**src/rtl/stream_scheduler.sv**
```systemverilog
// stream_scheduler: round-robin picks one 16-bit word at a time from 8 FIFOs and sends it as UART bytes, with an optional stream-ID header byte
module stream_scheduler #(
  parameter bit         HEADER_EN = 1'b1,
  parameter logic [4:0] HDR_TAG   = 5'b10100
) (
  input  logic         clock,
  input  logic         reset,
  input  logic         ds_sending_flag,
  input  logic [7:0]   stream_select,
  input  logic [7:0]   fifo_empty,
  input  logic [127:0] fifo_dout_bus,
  output logic [7:0]   fifo_rd_en,
  output logic [7:0]   tx_data,
  output logic         tx_start,
  input  logic         tx_done,
  output logic [2:0]   cur_stream,
  output logic         sched_active
);
  typedef enum logic [3:0] {
    IDLE, SCAN, READ, CAPTURE, SEND_HDR, WAIT_HDR, SEND_HI, WAIT_HI, SEND_LO, WAIT_LO
  } state_t;
  state_t      state_q, state_d;
  logic [2:0]  cur_q, cur_d, last_q, last_d, pick;
  logic [15:0] word_q, word_d, cap;
  logic [7:0]  tx_data_q, tx_data_d, elig;
  logic        tx_start_q, tx_start_d;
  always_comb begin
    elig = stream_select & ~fifo_empty;
    cap  = fifo_dout_bus[{cur_q, 4'b0000} +: 16];
    pick = last_q;
    for (int k = 8; k >= 1; k--) if (elig[last_q + 3'(k)]) pick = last_q + 3'(k);
  end
  always_comb begin
    state_d    = state_q;
    cur_d      = cur_q;
    last_d     = last_q;
    word_d     = word_q;
    tx_data_d  = tx_data_q;
    tx_start_d = 1'b0;
    case (state_q)
      IDLE: state_d = ds_sending_flag ? SCAN : IDLE;
      SCAN: begin
        if (!ds_sending_flag) state_d = IDLE;
        else if (|elig) begin
          cur_d   = pick;
          last_d  = pick;
          state_d = READ;
        end
      end
      READ: state_d = fifo_empty[cur_q] ? SCAN : CAPTURE;
      CAPTURE: begin
        word_d     = cap;
        tx_start_d = 1'b1;
        state_d    = HEADER_EN ? SEND_HDR : SEND_HI;
        tx_data_d  = HEADER_EN ? {HDR_TAG, cur_q} : cap[15:8];
      end
      SEND_HDR: state_d = WAIT_HDR;
      WAIT_HDR: begin
        if (tx_done) begin
          state_d    = SEND_HI;
          tx_data_d  = word_q[15:8];
          tx_start_d = 1'b1;
        end
      end
      SEND_HI: state_d = WAIT_HI;
      WAIT_HI: begin
        if (tx_done) begin
          state_d    = SEND_LO;
          tx_data_d  = word_q[7:0];
          tx_start_d = 1'b1;
        end
      end
      SEND_LO: state_d = WAIT_LO;
      WAIT_LO: if (tx_done) state_d = ds_sending_flag ? SCAN : IDLE;
      default: state_d = IDLE;
    endcase
  end
  always_ff @(posedge clock) begin
    if (reset) begin
      state_q    <= IDLE;
      cur_q      <= 3'd0;
      last_q     <= 3'd7;
      word_q     <= 16'h0000;
      tx_data_q  <= 8'h00;
      tx_start_q <= 1'b0;
    end else begin
      state_q    <= state_d;
      cur_q      <= cur_d;
      last_q     <= last_d;
      word_q     <= word_d;
      tx_data_q  <= tx_data_d;
      tx_start_q <= tx_start_d;
    end
  end
  assign fifo_rd_en   = (state_q == READ && !fifo_empty[cur_q]) ? 8'(1) << cur_q : 8'h00;
  assign tx_data      = tx_data_q;
  assign tx_start     = tx_start_q;
  assign cur_stream   = cur_q;
  assign sched_active = state_q != IDLE;
endmodule

```
**config.mk**
```make
export PLATFORM = sky130hd
export DESIGN_NAME = stream_scheduler
export DESIGN_NICKNAME = d
export VERILOG_FILES = /design/src/rtl/stream_scheduler.sv
export SDC_FILE = /design/constraint.sdc
export NUM_CORES = 1
export LEC_CHECK = 0
export CAP_MARGIN = 30
export CORE_UTILIZATION = 38
export DETAILED_ROUTE_END_ITERATION = 10
export GPL_TIMING_DRIVEN = 1
export PLACE_DENSITY = 0.77
export SKIP_LAST_GASP = 1
export SYNTH_ARGS = -nofsm -noshare
export SYNTH_HDL_FRONTEND = slang
export SYNTH_SLANG_ARGS = --single-unit
```
**constraint.sdc**
```tcl
create_clock -name clock -period 3.2 [get_ports clock]
set_input_delay 0.32 -clock clock [delete_from_list [all_inputs] [get_ports clock]]
set_output_delay 0.32 -clock clock [all_outputs]
set_load 0.03 [all_outputs]
```
==> impl_metrics.json, run 1 <==
{
  "outcome": "finished clean",
  "cts.htree.levels": 2,
  "final_hold_viol_count": 0,
  "synth-edff-count": 0,
  "antennaDiodeCount": 0,
  "synth-compound-area-share_pct": 16.0,
  "layout-area-overhead-vs-synth_pct": 53.5,
  "post-dp-hpwl_um": 9950,
  "detailedPlace.worstSlack_ns": 0.336,
  "drv_slew": 0,
  "slew-limit-headroom_pct": 37.0,
  "antenna_violations_before_repair": 0,
  "power.static_leakage_nw": 1.81,
  "fmax_mhz": 348,
  "wl_per_cell_um": 19.3,
  "tightest_slew_ns": 0.942,
  "vias": 3614,
  "syn-mean-instance-area_um2": 9.94,
  "drt.antenna.violating_nets": 0,
  "timing.critical_path.cells": "inv_2 -> ha_1 -> xor2_1 -> mux4_2 -> mux2_2 -> a2111oi_4 -> nor3_2 -> xnor2_1 -> a211oi_2",
  "most-common-layout-cells": "sky130_fd_sc_hd__clkdlybuf4s50_1, sky130_fd_sc_hd__mux4_2, sky130_fd_sc_hd__nor2_1",
  "synth.cell_area_mm2": 0.00353,
  "drt_via_density": 5.82,
  "holdBufCountCts": 0,
  "sequential_cell_area_um2": 703,
  "layout_setup_ws_ns": 0.328,
  "postSynthRegisterBits": 35,
  "synth_seq_area_share_pct": 19.9,
  "crit_path_max_fanout": 6,
  "share_of_the_clock_period_used_by_the_worst_path_pct": 89.8,
  "floorplan.core_area_mm2": 0.00885,
  "cp_slowest_stage_delay_ns": 0.57,
  "critPathKind": "reg2reg",
  "postSynthNetCount": 505,
  "power.clock.fraction_pct": 20.8,
  "setup_total_negative_slack_ns": 0,
  "via_count_of_the_first_global_routing_pass": 3744,
  "synth.area.mux_share_pct": 41.1,
  "cp-end-kind": "flop",
  "critical-path-slowest-cell": "sky130_fd_sc_hd__mux4_2",
  "post_synthesis_adder_cell_area_fraction_pct": 0.709,
  "crit_path_start_kind": "flop",
  "cellPowerDensity_mw_per_mm2": 282,
  "globalRouteTotalUtil_pct": 25.3,
  "ys.warnings.count": 0,
  "synth.top_cells.by_area": "sky130_fd_sc_hd__mux4_2, sky130_fd_sc_hd__dfxtp_1, sky130_fd_sc_hd__mux2i_1",
  "setup_violations": 0,
  "worstPathArrival_ns": 3.07,
  "report.power.total_mw": 1.53,
  "clk_skew_ns": 0.00418,
  "power.ir.vdd_worst_uv": 149,
  "power.share.sequential_pct": 31.1,
  "core.rowCount": 34,
  "grt-ovfl-total": 0,
  "rsz0062_at_grt": "false",
  "placement.io_buffers": 168,
  "drive_above_1_share_pct": 17.5,
  "layout.filler_cells": 764,
  "multi_input_area_mm2": 0.00266,
  "switching_share_pct": 32.6,
  "synthArstFlopShare_pct": 0,
  "clk_pin_slew_worst_paths_ns": 0.07,
  "post_synth_and_or_nand_nor_area_fraction_pct": 15.5,
  "grt_max_degree": 41,
  "dominantRegCellSynth": "sky130_fd_sc_hd__dfxtp_1",
  "place.gp.congestion": 0.895,
  "post_route_wl_um": 12000,
  "post_synth_xor_area_fraction_pct": 1.95,
  "die_height_um": 98.4,
  "finalWorstPathRequiredPeriod_ns": 2.87,
  "cts_buffers": 5,
  "total_switching_power_mw": 0.499,
  "die_x_um": 98.4,
  "power.internal_mw": 1.03,
  "clock_path_buffers": 2,
  "floorplan.die_area_mm2": 0.00968,
  "grt_pass1_wl_um": 19000,
  "synth.distinct_cells": 51,
  "start_util_pct": 39.9,
  "main_combinational_cell_family_by_area_after_synthesis": "multiplexers",
  "dr.pass1.iters": 6,
  "commonest_non_fill_non_tap_cell_in_the_layout": "sky130_fd_sc_hd__clkdlybuf4s50_1",
  "cts_setup_buffers": 0,
  "worstSkewPairLatency_ns": 0.29,
  "finish.net_count": 662,
  "synth_cells": 355,
  "drtIter0Drc": 199,
  "part_of_the_power_in_combinational_logic_pct": 48.2,
  "drc_violations_left": 0,
  "synth.largest_area_cell": "sky130_fd_sc_hd__mux4_2",
  "worst_ep_required_time_ns": 3.40,
  "cts_root_buf": "sky130_fd_sc_hd__clkbuf_8",
  "io-pin-count": 169,
  "type_of_the_most_critical_hold_path": "reg2reg",
  "finish.utilization_pct": 61.2,
  "cts.sinks": 35,
  "maxCapViolations": 0,
  "yosys.area.top_type_share_pct": 31.3,
  "cts_tree": "built",
  "post_cts.resized_instances": 0
}
==> cells by family (layout without fill, tap and decap cells) <==
group	after synthesis	after routing
DFF	35	35
AOI/OAI and AO/OA	76	76
muxes	82	82
adders and majority gates	2	2
buffers and inverters	42	200
xor gates and xnor gates	7	7
and+or+nand+nor	111	111
==> power by group through the flow <==
stage	Sequential, mW	Combinational, mW	Clock [mW]
finish	0.475	0.736	0.318
floorplan	0.483	0.434	0
global placement	0.483	0.725	0
detailed placement	0.485	0.735	0
CTS	0.474	0.738	0.322
global route	0.477	0.789	0.336
==> area by class of cell <==
class	instances	area share, %
inverter	10	0.693
multi-input combinational	278	49.1
sequential	35	13.0
timing repair buffer	182	33.2
tap	108	2.49
clock buffer	6	1.34
clock inverter	2	0.231
==> Yosys cell counts (3+ instances only) <==
master and number:
sky130_fd_sc_hd__mux4_2 49, sky130_fd_sc_hd__nor3_1 12, sky130_fd_sc_hd__o221ai_1 5, sky130_fd_sc_hd__o21ai_0 12, sky130_fd_sc_hd__nand2_1 11, sky130_fd_sc_hd__nand3_1 4, sky130_fd_sc_hd__a211oi_1 23, sky130_fd_sc_hd__a311oi_1 4
sky130_fd_sc_hd__o31ai_1 3, sky130_fd_sc_hd__nor2b_1 11, sky130_fd_sc_hd__buf_1 4, sky130_fd_sc_hd__inv_1 7, sky130_fd_sc_hd__mux2i_1 30, sky130_fd_sc_hd__nor2_1 48, sky130_fd_sc_hd__nand2b_1 11, sky130_fd_sc_hd__dfxtp_1 35
sky130_fd_sc_hd__clkbuf_1 21, sky130_fd_sc_hd__a22oi_1 8, sky130_fd_sc_hd__buf_2 5, sky130_fd_sc_hd__a21oi_1 8, sky130_fd_sc_hd__xor2_1 4
==> stage by stage <==
step | instances | hold slack (ns) | cell area [um^2]
detailed placement | 613 | 0.493 | 5330
global route | 621 | 0.526 | 5420
global placement | 613 | 0.487 | 5330
CTS | 621 | 0.502 | 5420
finish | 621 | 0.500 | 5420
floorplan | 355 | 0.478 | 3530
==> metal layers <==
| layer | vias to the layer above | wire length (um) | track usage (%) |
|---|---|---|---|
| met3 | 19 | 671 | 3.65 |
| met5 | - | 0 | 0 |
| met4 | 0 | 261 | 7.00 |
| li1 | 1708 | - | - |
| met1 | 1742 | 4850 | 31.9 |
| met2 | 145 | 6190 | 45.0 |
==> registers in the layout (all words and copies together) (netlist names) <==
register    count
word_q         16
tx_start        1
cur_stream      3
last_q          3
state_q         4
tx_data         8
==> critical path, delay by kind of cell, from the launching register on <==
kind                     cells  cell delay, ns
AO/OA/AOI/OAI                2            0.56
buffers and inverters        1            0.05
XOR/XNOR                     2            0.50
AND/OR/NAND/NOR              1            0.10
multiplexers                 2            0.89
flip-flops                   1            0.38
adder cells (fa/ha/maj)      1            0.29
==> final timing paths <==
path	start	to	slack [ns]	depth (start not counted)
worst min-delay path	tx_data[1]	tx_data[1]	0.50	2
worst min register to register	tx_data[1]	tx_data[1]	0.50	2
worst max register to register	last_q[0]	cur_stream[0]	0.33	9
worst max-delay path	last_q[0]	cur_stream[0]	0.33	9
(Power assumes the default switching activity.)
==> run 2: changes to the inputs <==
--- a/config.mk
+++ b/config.mk
@@ -6,11 +6,13 @@
 export NUM_CORES = 1
 export LEC_CHECK = 0
 export CAP_MARGIN = 30
-export CORE_UTILIZATION = 38
+export CORE_UTILIZATION = 42
 export DETAILED_ROUTE_END_ITERATION = 10
 export GPL_TIMING_DRIVEN = 1
-export PLACE_DENSITY = 0.77
+export PLACE_DENSITY = 0.8
 export SKIP_LAST_GASP = 1
+export SLEW_MARGIN = 5
 export SYNTH_ARGS = -nofsm -noshare
 export SYNTH_HDL_FRONTEND = slang
 export SYNTH_SLANG_ARGS = --single-unit
+export TNS_END_PERCENT = 50
==> constraint.sdc (replaced) <==
create_clock -name clock -period 2.9 [get_ports clock]
set_input_delay 0.29 -clock clock [delete_from_list [all_inputs] [get_ports clock]]
set_output_delay 0.29 -clock clock [all_outputs]
set_load 0.03 [all_outputs]
==> run 2 against run 1 <==
Count of clock-buffer cells in the layout shrank 1. Core utilization grew 5.1 points. Die area shrank 9.3%. Via count increased by 1.1%. Wire length fell by 2.1%. Power is 10% higher. Cell count is 0.32% lower. Combinational power increased by 9.2%. Register-to-register slack worse by 0.16 ns. Largest cell class unchanged. Largest power group unchanged. Highest routed layer unchanged.
==> impl_metrics.json, run 2 (synthesis results as in run 1) <==
{
  "fmax_mhz": 363,
  "cts.htree.levels": 2,
  "report.power.total_mw": 1.68,
  "globalRouteTotalUtil_pct": 27.3,
  "max_reg_flops": 16,
  "grt_pass1_wl_um": 18200,
  "type_of_the_most_critical_hold_path": "reg2reg",
  "outcome": "finished clean",
  "critical-path-slowest-cell": "sky130_fd_sc_hd__clkdlybuf4s50_1",
  "core.rowCount": 33,
  "clk_skew_ns": 0.00299,
  "start_util_pct": 43.2,
  "cts_setup_buffers": 0,
  "setup_total_negative_slack_ns": 0,
  "wl_per_cell_um": 18.9,
  "cpLargestDelayFamily": "buffers and inverters",
  "placement.io_buffers": 168,
  "die_x_um": 93.7,
  "finalWorstPathRequiredPeriod_ns": 2.76,
  "rsz0062_at_grt": "false",
  "io-pin-count": 169,
  "drt_via_density": 5.90,
  "drtIter0Drc": 204,
  "cp_slowest_stage_delay_ns": 0.70,
  "grt-ovfl-total": 0,
  "cp-end-kind": "output pin",
  "floorplan.die_area_mm2": 0.00877,
  "via_count_of_the_first_global_routing_pass": 3593,
  "place.gp.congestion": 0.995,
  "post_route_wl_um": 11700,
  "critPathKind": "reg2out",
  "drive_above_1_share_pct": 18.3,
  "die_height_um": 93.7,
  "finish.net_count": 663,
  "fin_area_mm2": 0.00543,
  "commonest_non_fill_non_tap_cell_in_the_layout": "sky130_fd_sc_hd__clkdlybuf4s50_1",
  "detailedPlace.worstSlack_ns": 0.0932,
  "crit_path_start_kind": "flop",
  "floorplan.core_area_mm2": 0.00818,
  "power.static_leakage_nw": 1.80,
  "drv_slew": 0,
  "clock_path_buffers": 2,
  "antenna_violations_before_repair": 0,
  "layout_setup_ws_ns": 0.143,
  "final_cell_count_no_fill": 619,
  "tightest_slew_ns": 0.829,
  "max_flop_register": "word_q",
  "layout-area-overhead-vs-synth_pct": 53.7,
  "cellPowerDensity_mw_per_mm2": 310,
  "antennaDiodeCount": 0,
  "final_hold_viol_count": 0,
  "cts_buffers": 5,
  "dp_cells": 611,
  "placement.cell_area_mm2": 0.00533,
  "cts_root_buf": "sky130_fd_sc_hd__clkbuf_8",
  "maxCapViolations": 0,
  "critPathBufInv": 1,
  "crit_path_max_fanout": 5,
  "slew-limit-headroom_pct": 44.5,
  "clk_pin_slew_worst_paths_ns": 0.07,
  "cts.sinks": 35,
  "finish.utilization_pct": 66.4,
  "most-common-layout-cells": "sky130_fd_sc_hd__clkdlybuf4s50_1, sky130_fd_sc_hd__mux4_2, sky130_fd_sc_hd__nor2_1",
  "cts_tree": "built",
  "drt.antenna.violating_nets": 0,
  "vias": 3653,
  "worstPathArrival_ns": 2.47,
  "setup_violations": 0,
  "drc_violations_left": 0,
  "worst_ep_required_time_ns": 2.61,
  "share_of_the_clock_period_used_by_the_worst_path_pct": 95.1,
  "worstSkewPairLatency_ns": 0.29,
  "post_route_hold_slack_ns": 0.504,
  "grt_max_degree": 41,
  "timing.critical_path.cells": "mux4_2 -> nand4b_1 -> nor3_1 -> clkdlybuf4s50_1",
  "post-dp-hpwl_um": 9620,
  "power.ir.vdd_worst_uv": 186,
  "dr.pass1.iters": 5
}
[run 2: per-layer routing]
metal / track usage (%) / routed length [um] / up-vias
met2: 47.4 / 6060 / 188
li1: - / - / 1704
met1: 33.8 / 4440 / 1740
met3: 5.66 / 938 / 21
met4: 8.85 / 275 / 0
met5: 0 / 0 / -
[run 2: area by class of cell]
cell class	instances	area, um^2
inverter	10	37.5
timing repair buffer	183	1780
fill	638	2750
multi-input combinational	278	2680
clock buffer	5	68.8
sequential	35	704
clock inverter	3	20.0
tap	105	131
[run 2: worst min-delay path: cells and delay by family (launching register included)]
family	cells	cell delay, ns
and+or+nand+nor	1	0.10
DFF	1	0.31
AOI/OAI and AO/OA	1	0.05
[run 2: final timing paths]
check / startpoint / to / slack, ns / cells after the start
setup / recovery: cur_stream[0] / fifo_rd_en[4] / 0.14 / 4
hold / removal: word_q[3] / word_q[3] / 0.50 / 2
setup reg to reg: last_q[1] / cur_stream[0] / 0.17 / 9
hold reg to reg: word_q[3] / word_q[3] / 0.50 / 2
[run 2: where the power goes]
group,total [mW],internal (mW),switching (mW)
Sequential,0.527,0.500,0.0265
Clock,0.350,0.167,0.183
Combinational,0.804,0.466,0.338
Total,1.68,1.13,0.548
[run 2: what timing repair did]
action | 4_1_cts | 5_1_grt
hold buffers | 0 | 0
setup endpoints to repair | 0 | 2
gates resized for setup | 0 | 2
